<file path="config.mk">
export PLATFORM = sky130hd
export DESIGN_NAME = pds_cycle_sequencer
export DESIGN_NICKNAME = d
export VERILOG_FILES = /design/src/rtl/pds_cycle_sequencer_pkg.sv /design/src/rtl/pds_eclock_gen.sv /design/src/rtl/pds_cycle_sequencer.sv
export SDC_FILE = /design/constraint.sdc
export NUM_CORES = 1
export LEC_CHECK = 0
export CORE_MARGIN = 4
export CORE_UTILIZATION = 43
export DETAILED_ROUTE_END_ITERATION = 6
export HOLD_SLACK_MARGIN = 0.02
export PLACE_DENSITY_LB_ADDON = 0.08
export RECOVER_POWER = 25
export SLEW_MARGIN = 20
export SYNTH_ARGS = -nofsm -noshare
export SYNTH_HDL_FRONTEND = slang
export SYNTH_HIERARCHICAL = 1
export SYNTH_SLANG_ARGS = --single-unit
export TNS_END_PERCENT = 30
</file>
<file path="constraint.sdc">
create_clock -name pdsC8M -period 6.2 [get_ports pdsC8M]
set_input_delay 1.55 -clock pdsC8M [delete_from_list [all_inputs] [get_ports pdsC8M]]
set_output_delay 1.55 -clock pdsC8M [all_outputs]
set_load 0.005 [all_outputs]
</file>
<file path="src/rtl/pds_cycle_sequencer_pkg.sv">
`default_nettype none
//------------------------------------------------------------------------------
// Module   : pds_cycle_sequencer_pkg
// Brief    : State encodings and E-clock timing constants for the PDS sequencer.
// Revision : 1.0 - initial release
//------------------------------------------------------------------------------
package pds_cycle_sequencer_pkg;

   localparam int                 E_CNT_W      = 4;
   localparam logic [E_CNT_W-1:0] E_PERIOD     = 4'd10;
   localparam logic [E_CNT_W-1:0] E_HIGH_START = 4'd6;
   localparam logic [E_CNT_W-1:0] VMA_COUNT    = 4'd2;
   localparam logic [E_CNT_W-1:0] VMA_END      = 4'd9;

   typedef enum logic [1:0] {
      OWN_RESET = 2'd0,
      OWN_REQ   = 2'd1,
      OWNED     = 2'd2
   } own_state_t;

   typedef enum logic [2:0] {
      CYC_IDLE   = 3'd0,
      CYC_SYNC   = 3'd1,
      CYC_ASSERT = 3'd2,
      CYC_WAIT   = 3'd3,
      CYC_VMA    = 3'd4,
      CYC_DONE   = 3'd5,
      CYC_ERR    = 3'd6
   } cyc_state_t;

endpackage
`default_nettype wire

</file>
<file path="src/rtl/pds_eclock_gen.sv">
`default_nettype none
//------------------------------------------------------------------------------
// Module   : pds_eclock_gen
// Brief    : Free-running 6800 E clock divider and PMCYC phase tracker.
// Revision : 1.0 - initial release
//------------------------------------------------------------------------------
module pds_eclock_gen
   import pds_cycle_sequencer_pkg::*;
(
   input  logic               pdsC8M,
   input  logic               pdsRESETn,
   input  logic               pdsPMCYCn,
   output logic [E_CNT_W-1:0] eCount,
   output logic [1:0]         cycPhase,
   output logic               pdsClockE
);

   logic [E_CNT_W-1:0] r_e_count;
   logic [1:0]         r_cyc_phase;

   always_ff @(posedge pdsC8M) begin
      if (!pdsRESETn) begin
         r_e_count   <= '0;
         r_cyc_phase <= 2'd0;
      end else begin
         r_e_count   <= (r_e_count == E_PERIOD - E_CNT_W'(1)) ? '0 : r_e_count + E_CNT_W'(1);
         r_cyc_phase <= pdsPMCYCn ? 2'd0 : r_cyc_phase + 2'd1;
      end
   end

   // E is low for the first six counts of each period and high for the last four.
   assign pdsClockE = (r_e_count >= E_HIGH_START);
   assign eCount    = r_e_count;
   assign cycPhase  = r_cyc_phase;

endmodule
`default_nettype wire

</file>
<file path="src/rtl/pds_cycle_sequencer.sv">
`default_nettype none
//------------------------------------------------------------------------------
// Module   : pds_cycle_sequencer
// Brief    : Runs 68030-side requests as Mac SE PDS 68000-style bus cycles.
// Revision : 1.0 - initial release
//------------------------------------------------------------------------------
module pds_cycle_sequencer
   import pds_cycle_sequencer_pkg::*;
#(
   parameter int TO_WIDTH       = 8,
   parameter int TIMEOUT_CYCLES = 200,
   parameter int PMCYC_SLOT     = 1
) (
   input  logic pdsC8M,
   input  logic pdsRESETn,
   input  logic reqValid,
   input  logic reqRnW,
   input  logic reqMem,
   input  logic reqIack,
   input  logic reqUpper,
   input  logic reqLower,
   input  logic pdsPMCYCn,
   input  logic pdsDTACKn,
   input  logic pdsVPAn,
   input  logic pdsBERRn,
   input  logic pdsBGn,
   output logic pdsASn,
   output logic pdsUDSn,
   output logic pdsLDSn,
   output logic pdsVMAn,
   output logic pdsClockE,
   output logic pdsDrive,
   output logic pdsBRn,
   output logic pdsBGACKn,
   output logic cpuHoldn,
   output logic busOwned,
   output logic reqDone,
   output logic reqAvec,
   output logic reqErr
);

   localparam logic [TO_WIDTH-1:0] c_to_limit   = TO_WIDTH'(TIMEOUT_CYCLES);
   localparam logic [1:0]          c_pmcyc_slot = 2'(PMCYC_SLOT);

   logic [E_CNT_W-1:0] w_e_count;
   logic [1:0]         w_cyc_phase;

   own_state_t          r_own_state, w_own_next;
   logic                r_bg_seen;
   cyc_state_t          r_cyc_state, w_cyc_next;
   logic [TO_WIDTH-1:0] r_to_cnt;
   logic                r_vma_act;
   logic                r_req_done, r_req_avec, r_req_err;
   logic                w_done_pulse, w_avec_pulse, w_err_pulse;
   logic                w_owned, w_vma_assert, w_as_active, w_lanes;

   pds_eclock_gen u_eclock (
      .pdsC8M    (pdsC8M),
      .pdsRESETn (pdsRESETn),
      .pdsPMCYCn (pdsPMCYCn),
      .eCount    (w_e_count),
      .cycPhase  (w_cyc_phase),
      .pdsClockE (pdsClockE)
   );

   always_ff @(posedge pdsC8M) begin
      if (!pdsRESETn) begin
         r_own_state <= OWN_RESET;
         r_bg_seen   <= 1'b0;
      end else begin
         r_own_state <= w_own_next;
         r_bg_seen   <= (r_own_state == OWN_REQ) && !pdsBGn;
      end
   end

   // Grant must be seen on two consecutive clocks; once owned the bus is kept until reset.
   always_comb begin
      w_own_next = r_own_state;
      case (r_own_state)
         OWN_RESET: w_own_next = OWN_REQ;
         OWN_REQ:   if (!pdsBGn && r_bg_seen) w_own_next = OWNED;
         OWNED:     w_own_next = OWNED;
         default:   w_own_next = OWN_RESET;
      endcase
   end

   assign w_owned   = (r_own_state == OWNED);
   assign pdsBRn    = !((r_own_state == OWN_REQ) || w_owned);
   assign pdsBGACKn = !w_owned;
   assign pdsDrive  = w_owned;
   assign cpuHoldn  = w_owned;
   assign busOwned  = w_owned;

   always_ff @(posedge pdsC8M) begin
      if (!pdsRESETn) begin
         r_cyc_state <= CYC_IDLE;
         r_to_cnt    <= '0;
         r_vma_act   <= 1'b0;
         r_req_done  <= 1'b0;
         r_req_avec  <= 1'b0;
         r_req_err   <= 1'b0;
      end else begin
         r_cyc_state <= w_cyc_next;
         // Counts WAIT clocks including the one in progress.
         if (r_cyc_state == CYC_IDLE)
            r_to_cnt <= '0;
         else if ((w_cyc_next == CYC_WAIT) && (r_to_cnt != '1))
            r_to_cnt <= r_to_cnt + 1'b1;
         r_vma_act  <= (w_cyc_next == CYC_VMA) && w_vma_assert;
         r_req_done <= w_done_pulse;
         r_req_avec <= w_avec_pulse;
         r_req_err  <= w_err_pulse;
      end
   end

   always_comb begin
      w_cyc_next   = r_cyc_state;
      w_done_pulse = 1'b0;
      w_avec_pulse = 1'b0;
      w_err_pulse  = 1'b0;
      case (r_cyc_state)
         CYC_IDLE:
            if (w_owned && reqValid) w_cyc_next = reqMem ? CYC_SYNC : CYC_ASSERT;
         CYC_SYNC:
            if (!reqValid)                                         w_cyc_next = CYC_IDLE;
            else if (!pdsPMCYCn && (w_cyc_phase != c_pmcyc_slot)) w_cyc_next = CYC_ASSERT;
         CYC_ASSERT:
            w_cyc_next = reqValid ? CYC_WAIT : CYC_IDLE;
         CYC_WAIT:
            if (!reqValid) w_cyc_next = CYC_IDLE;
            else if (!pdsBERRn) begin
               w_cyc_next  = CYC_ERR;
               w_err_pulse = 1'b1;
            end else if (!pdsDTACKn) begin
               w_cyc_next   = CYC_DONE;
               w_done_pulse = 1'b1;
            end else if (!pdsVPAn) w_cyc_next = CYC_VMA;
            else if (r_to_cnt == c_to_limit) begin
               w_cyc_next  = CYC_ERR;
               w_err_pulse = 1'b1;
            end
         CYC_VMA:
            if (!reqValid) w_cyc_next = CYC_IDLE;
            else if (w_vma_assert && (w_e_count == VMA_END)) begin
               w_cyc_next   = CYC_DONE;
               w_avec_pulse = reqIack;
               w_done_pulse = !reqIack;
            end
         CYC_DONE, CYC_ERR:
            if (!reqValid) w_cyc_next = CYC_IDLE;
         default: w_cyc_next = CYC_IDLE;
      endcase
   end

   // VMA only starts on eCount==2, so entry late in a period waits for the next one.
   assign w_vma_assert = (r_cyc_state == CYC_VMA) && (r_vma_act || (w_e_count == VMA_COUNT));
   assign w_as_active  = (r_cyc_state == CYC_ASSERT) || (r_cyc_state == CYC_WAIT) ||
                         (r_cyc_state == CYC_VMA);
   assign w_lanes      = ((r_cyc_state == CYC_ASSERT) && reqRnW) ||
                         (r_cyc_state == CYC_WAIT) || (r_cyc_state == CYC_VMA);

   assign pdsASn  = !w_as_active;
   assign pdsUDSn = !(w_lanes && reqUpper);
   assign pdsLDSn = !(w_lanes && reqLower);
   assign pdsVMAn = !w_vma_assert;
   assign reqDone = r_req_done;
   assign reqAvec = r_req_avec;
   assign reqErr  = r_req_err;

endmodule
`default_nettype wire

</file>
==> results.cfg, run 1 <==
[floorplan]
ios = 26
dieArea_mm2 = 0.00413
start_util_pct = 44.6
rows = 20
core_mm2 = 0.00305
die_h_um = 64.3
die_w_um = 64.3

[final_layout]
final_cells = 225
diodes = 0
utilization_pct = 55.3
syn_to_final_growth_pct = 24.1
layout.nets = 203
drive_gt1_share_pct = 4.97

[drt]
vias = 1183
detail_route.wl_per_cell_um = 12.7
vias_per_cell = 5.26
drcViolationCount = 0
dr.pass1.iters = 4
drtAntennaViolNets = 0
wirelength_um = 2870
drtIter0Drc = 58

[critical_path]
crit_buf_inv = 2
crit_path_max_incr_delay_ns = 0.45
crit_required_ns = 4.65
cp_max_fo = 2
crit_family = buffers and inverters
worstPathCellList = clkdlybuf4s50_1 > o21ai_0 > o21bai_1 > nand2_1 > clkdlybuf4s50_1
cpMostUsedCell = clkdlybuf4s50_1
crit_type = input port to primary output
cp-end-kind = primary output
crit_slowest_cell = clkdlybuf4s50_1
worstSetupStartpointType = input port
critical_path_arrival_ns = 2.77

[run_status]
status = completed

[sta]
hold_viol_final = 0
worstMarginPinSlew_ns = 0.963
skew_ns = 0.0146
maxSlewHeadroom_pct = 35.3
fin_crit_ns = 4.32
drv_slew = 0
setup_viol = 0
fin_setup_tns_ns = 0
clock.fmax_mhz = 231
post-route-period-util_pct = 69.7
rsz0062_at_grt = false

[cts]
ctsHoldBuffers = 0
cts_resized = 0
cts_tree = done
clk_latency_ns = 0.33
cts_made_buffers = 3
clk_path_buf_depth = 2
cts-root-buf = clkbuf_4
cts_setup_buffers = 0
clk_pin_slew_worst_paths_ns = 0.15
clock-sinks = 24
h-tree-depth = 1

[synth]
synth_ff_type = dfxtp_1
ys_warn_count = 6
synth_top_area_share_pct = 35.3
synth_cell_type_count = 44
netlist_instances = 157
yosys-top-cells-count = 24 x dfxtp_1, 12 x inv_1, 12 x nor2_1
synth-seq-cells = 24
synth.largest_area_cell = dfxtp_1
yosysMostFrequentCell = dfxtp_1
syn_nets = 178
synth-edff-count = 0
synth-async-reset-ratio_pct = 0
yosysSeqAreaShare_pct = 35.3
syn_area_mm2 = 0.00136
synth_area_leaders = dfxtp_1 35%, ha_1 7.4%, o21ai_0 3.3%, inv_1 3.3%, nor2_1 3.3%
synth.avg_cell_area_um2 = 8.67

[power_and_ir_drop]
ir_drop_mv = 0.187
p_leak_nw = 0.590
p_per_area_mw_per_mm2 = 236

[placement]
hpwl_um = 2160
dp_cells = 221
portBuffers = 25
gp_congestion = 0.802

[global_routing]
first_global_vias = 1191
grt-ovfl-total = 0
grt_max_degree = 15
antenna_found_initial = 0
grt_pass1_wl_um = 5240
track_usage_pct = 15.4

[min_path]
hold_path_class = register to register

[job]
drv_cap = 0
-- cell type report --
cell class	instances	area [um2]
Sequential cell	24	480
Clock inverter	1	30.0
Timing Repair Buffer	25	250
Tap cell	44	55.1
Clock buffer	3	22.5
Multi-Input combinational cell	116	806
Fill cell	319	1360
Inverter	12	45.0
-- routing by layer --
layer | wire [um] | GRT usage [%]
met4 | 34 | 3.96
met2 | 1320 | 26.2
met1 | 1400 | 19.9
met5 | 0 | 0
met3 | 106 | 3.16
-- final timing paths --
path,slack [ns],depth (start not counted),start,endpoint
worst min register to register,0.47,1,u_eclock/cycPhase[0],u_eclock/cycPhase[0]
worst max register to register,3.89,8,r_to_cnt[0],r_to_cnt[3]
worst max-delay path,1.88,5,reqRnW,pdsUDSn
worst min-delay path,0.47,1,u_eclock/cycPhase[0],u_eclock/cycPhase[0]
-- kinds of logic after synthesis --
kind of cell | after synthesis | synth area share, %
buffers and inverters | 17 | 5.51
AND/OR/NAND/NOR | 69 | 31.3
adder cells (fa/ha/maj) | 8 | 7.35
AO/OA/AOI/OAI | 32 | 15.8
flip-flops | 24 | 35.3
XOR/XNOR | 5 | 3.22
multiplexers | 2 | 1.47
-- where the power goes --
| part | leakage (nW) | internal, mW | switching (mW) | total, mW |
|---|---|---|---|---|
| combinational | 0.367 | 0.0596 | 0.0490 | 0.109 |
| clock | 0.0279 | 0.0654 | 0.0518 | 0.117 |
| sequential | 0.195 | 0.164 | 0.00939 | 0.174 |
| total | 0.590 | 0.289 | 0.110 | 0.399 |
-- stage by stage --
stage	worst slack, ns	power [mW]	hold WS [ns]	cell area (um2)
global placement	1.91	0.284	0.433	1640
detailed placement	1.88	0.287	0.450	1640
CTS	1.87	0.406	0.478	1690
finish	1.88	0.399	0.471	1690
global route	1.79	0.429	0.498	1690
floorplan	2.81	0.239	0.421	1360
-- state kept, by name, indices dropped and copies added, names as in the netlist --
| signal | count |
|---|---|
| r_to_cnt | 8 |
| r_cyc_state | 3 |
| reqDone | 1 |
| r_bg_seen | 1 |
| u_eclock/eCount | 4 |
| u_eclock/cycPhase | 2 |
| reqAvec | 1 |
| r_own_state | 2 |
| reqErr | 1 |
| r_vma_act | 1 |
-- cell usage in the layout, fill, tap and decap left out, types with 2 or more instances in the layout --
cell type,n
a21boi_0,3
nand3b_1,3
clkbuf_4,3
nor2_1,12
or3_1,4
ha_1,8
dfxtp_1,24
nor3_1,5
nor3b_1,3
and4b_1,2
nor4bb_1,2
and2_1,2
clkdlybuf4s50_1,23
a21oi_1,7
nand3_1,4
o21ai_0,9
nand2_1,9
nand4_1,5
dlygate4sd3_1,2
xnor2_1,4
nor2b_1,5
nand4b_1,3
mux2i_1,2
a31oi_1,2
nand2b_1,2
inv_1,12
-- worst reg2reg max path: stages, from the launching register on --
cell,delay [ns]
dfxtp_1,0.40
inv_1,0.10
ha_1,0.19
and4b_1,0.23
a31oi_1,0.33
a2bb2oi_2,0.32
nand3_4,0.17
or3_1,0.37
a21oi_1,0.15
(Power assumes the default switching activity.)
==> run 2, diff against run 1 <==
==> constraint.sdc (replaced) <==
create_clock -name pdsC8M -period 4.31 [get_ports pdsC8M]
set_input_delay 1.0775 -clock pdsC8M [delete_from_list [all_inputs] [get_ports pdsC8M]]
set_output_delay 1.0775 -clock pdsC8M [all_outputs]
set_load 0.005 [all_outputs]
==> results.cfg, run 2 (synthesis gave the netlist of run 1 again) <==
[run_status]
status = completed

[drt]
vias_per_cell = 5.21
wirelength_um = 2780
drtAntennaViolNets = 0
vias = 1166
dr_wl_met2_um = 1270
wl_met1_um = 1330
dr.pass1.iters = 4
drtIter0Drc = 61
drcViolationCount = 0
met3_length_um = 126
dr.max_layer_used = met4
detail_route.wl_per_cell_um = 12.4

[floorplan]
die_h_um = 64.3
start_util_pct = 44.6
die_w_um = 64.3
core_mm2 = 0.00305
dieArea_mm2 = 0.00413
ios = 26
rows = 20

[sta]
drv_slew = 0
hold_viol_final = 0
fin_crit_ns = 3.39
worstMarginPinSlew_ns = 0.943
fin_setup_tns_ns = 0
clock.fmax_mhz = 295
maxSlewHeadroom_pct = 36.6
skew_ns = 0.00279
setup_viol = 0
post-route-period-util_pct = 78.5
rsz0062_at_grt = false

[placement]
gp_congestion = 0.807
portBuffers = 25
hpwl_um = 2090
post_dp_cell_area_mm2 = 0.00164

[critical_path]
worstSetupStartpointType = input port
critical_path_arrival_ns = 2.31
worstPathCellList = clkdlybuf4s50_1 > o21ai_0 > o21bai_1 > nand2_1 > clkdlybuf4s50_1
crit_slowest_cell = clkdlybuf4s50_1
cp_max_fo = 2
cpMostUsedCell = clkdlybuf4s50_1
r2r_setup_slack_ns = 2.00
cp-end-kind = primary output
crit_path_max_incr_delay_ns = 0.45
crit_required_ns = 3.23
crit_type = input port to primary output

[final_layout]
diodes = 0
drive_gt1_share_pct = 4.44
top_register = r_to_cnt
finalInstanceArea_mm2 = 0.00166
syn_to_final_growth_pct = 21.9
final_common_cell = dfxtp_1
utilization_pct = 54.3
most-common-layout-cells = 24 x dfxtp_1, 23 x clkdlybuf4s50_1, 12 x inv_1, 12 x nor2_1
largest_reg_flops = 8
layout.nets = 203

[cts]
h-tree-depth = 1
cts_resized = 0
cts_made_buffers = 3
clk_latency_ns = 0.31
ctsHoldBuffers = 0
cts_setup_buffers = 0
clk_pin_slew_worst_paths_ns = 0.12
clock-sinks = 24
cts-root-buf = clkbuf_4
cts_tree = done
clk_path_buf_depth = 2

[global_routing]
first_global_vias = 1130
grt_max_degree = 13
grt_pass1_wl_um = 5090
track_usage_pct = 15.4
antenna_found_initial = 0
grt-ovfl-total = 0

[job]
drv_cap = 0

[min_path]
hold_path_class = register to register

[power_and_ir_drop]
p_per_area_mw_per_mm2 = 303
p_leak_nw = 0.576
ir_drop_mv = 0.242
run 2: cell count changes in the layout (fill, tap and decap cells not counted):
cell and change:
bufinv_16 -1
run 2: stage by stage:
stage	power, mW	hold WS [ns]	setup WS, ns	instances
global placement	0.408	0.433	0.962	221
CTS	0.514	0.466	0.917	224
detailed placement	0.414	0.448	0.915	221
floorplan	0.343	0.421	1.87	157
finish	0.502	0.472	0.925	224
global route	0.548	0.481	0.764	224
run 2: routing by layer:
layer | vias to the layer above | track usage, %
li1 | 613 | -
met1 | 529 | 19.3
met2 | 20 | 25.0
met3 | 4 | 3.69
met4 | 0 | 6.33
met5 | - | 0
run 2: worst paths after layout:
check | depth (start not counted) | to | start
setup / recovery | 5 | pdsUDSn | reqRnW
hold / removal | 1 | u_eclock/cycPhase[0] | u_eclock/cycPhase[0]
setup reg to reg | 8 | r_to_cnt[3] | r_to_cnt[0]
hold reg to reg | 1 | u_eclock/cycPhase[0] | u_eclock/cycPhase[0]
run 2: power breakdown:
part	switching (mW)	internal [mW]	total, mW
clock	0.0629	0.0327	0.0956
combinational	0.0713	0.0859	0.157
sequential	0.0133	0.236	0.249
total	0.148	0.355	0.502
run 2: layout make-up:
| type | count | area (um2) |
|---|---|---|
| Clock buffer | 3 | 22.5 |
| Fill cell | 316 | 1390 |
| Inverter | 12 | 45.0 |
| Multi-Input combinational cell | 116 | 806 |
| Sequential cell | 24 | 480 |
| Tap cell | 44 | 55.1 |
| Timing Repair Buffer | 25 | 250 |
run 2: critical path: cells and delay by family:
kind                   cells  cell delay, ns
AO/OA/AOI/OAI              2            0.25
AND/OR/NAND/NOR            1            0.07
buffers and inverters      2            0.90
==> run 3, diff against run 2 <==
==> constraint.sdc (replaced) <==
create_clock -name pdsC8M -period 3.4 [get_ports pdsC8M]
set_input_delay 0.85 -clock pdsC8M [delete_from_list [all_inputs] [get_ports pdsC8M]]
set_output_delay 0.85 -clock pdsC8M [all_outputs]
set_load 0.005 [all_outputs]
==> results.cfg, run 3 (synthesis gave the netlist of run 1 again) <==
[cts]
cts_made_buffers = 3
cts_tree = done
h-tree-depth = 1
clock-sinks = 24
cts_setup_buffers = 0
ctsHoldBuffers = 0
cts-root-buf = clkbuf_4
clk_pin_slew_worst_paths_ns = 0.13
clk_path_buf_depth = 2
cts_resized = 0
clk_latency_ns = 0.31

[sta]
rsz0062_at_grt = false
fin_crit_ns = 2.93
fin_setup_tns_ns = 0
drv_slew = 0
post-route-period-util_pct = 86.2
holdWs_ns = 0.462
setup_viol = 0
skew_ns = 0.00324
hold_viol_final = 0
maxSlewHeadroom_pct = 35.1
clock.fmax_mhz = 341
worstMarginPinSlew_ns = 0.965

[min_path]
hold_path_class = register to register

[critical_path]
cp-end-kind = primary output
worstSetupStartpointType = input port
cp_max_fo = 2
crit_type = input port to primary output
crit_required_ns = 2.55
critical_path_arrival_ns = 2.08

[floorplan]
start_util_pct = 44.6
die_h_um = 64.3
die_w_um = 64.3
core_mm2 = 0.00305
rows = 20
ios = 26
dieArea_mm2 = 0.00413

[placement]
portBuffers = 25
gp_congestion = 0.821
hpwl_um = 2170

[final_layout]
syn_to_final_growth_pct = 22.9
layout.nets = 203
top_register = r_to_cnt
drive_gt1_share_pct = 4.97
largest_reg_flops = 8
n_fill_cell = 317
final_common_cell = dfxtp_1
most-common-layout-cells = 24 x dfxtp_1, 23 x clkdlybuf4s50_1, 12 x inv_1, 12 x nor2_1
diodes = 0

[global_routing]
track_usage_pct = 14.5
grt-ovfl-total = 0
first_global_vias = 1118
grt_pass1_wl_um = 4910
grt_max_degree = 14
antenna_found_initial = 0

[drt]
vias_per_cell = 5.24
drtAntennaViolNets = 0
vias = 1179
drtIter0Drc = 74
dr.pass1.iters = 4
drcViolationCount = 0
wirelength_um = 2840
detail_route.wl_per_cell_um = 12.6

[power_and_ir_drop]
ir_drop_mv = 0.345
p_per_area_mw_per_mm2 = 398
p_leak_nw = 0.583

[run_status]
status = completed

[job]
drv_cap = 0
-- run 3: path summary, 6_finish.rpt --
path                                           start              endpoint  slack [ns]  depth (start not counted)
worst max-delay path                          reqRnW               pdsLDSn        0.47                          5
worst min-delay path            u_eclock/cycPhase[0]  u_eclock/cycPhase[0]        0.46                          1
worst max register to register           r_to_cnt[0]           r_to_cnt[3]        1.08                          8
worst min register to register  u_eclock/cycPhase[0]  u_eclock/cycPhase[0]        0.46                          1
-- run 3: report_power, final --
part	internal (mW)	total (mW)	leakage [nW]	switching, mW
Sequential	0.299	0.316	0.195	0.0169
Clock	0.0653	0.149	0.0210	0.0842
Combinational	0.109	0.200	0.367	0.0908
-- run 3: final cells by class --
class	instances	area (um2)	share of cell area (%)
clock buffers	4	36.3	2.17
repair buffers	25	250	15.0
well taps	44	55.1	3.29
inverters	12	45.0	2.69
multi-input cells	116	806	48.2
flip-flops and latches	24	480	28.7
-- run 3: routing by layer --
metal	global-route usage [%]	up-vias	share of wire, %
met5	0	-	0
met4	3.17	0	0.53
met3	3.87	2	4.6
met2	24.4	19	47
met1	18.5	545	48
li1	-	613	-
-- run 3: stage by stage --
step | power [mW] | std cells | util (%) | area [um2] | worst slack (ns)
after floorplan | 0.435 | 157 | - | 1360 | 1.25
after global placement | 0.519 | 221 | 53.6 | 1640 | 0.477
after detailed placement | 0.523 | 221 | 53.6 | 1640 | 0.455
after CTS | 0.677 | 225 | 54.8 | 1670 | 0.453
after global routing | 0.713 | 225 | 54.8 | 1670 | 0.343
final | 0.665 | 225 | 54.8 | 1670 | 0.468
-- run 3: worst max-delay path: stages --
cell	delay (ns)
clkdlybuf4s50_1	0.39
o21ai_0	0.15
o21bai_1	0.10
nand2_1	0.09
clkdlybuf4s50_1	0.51
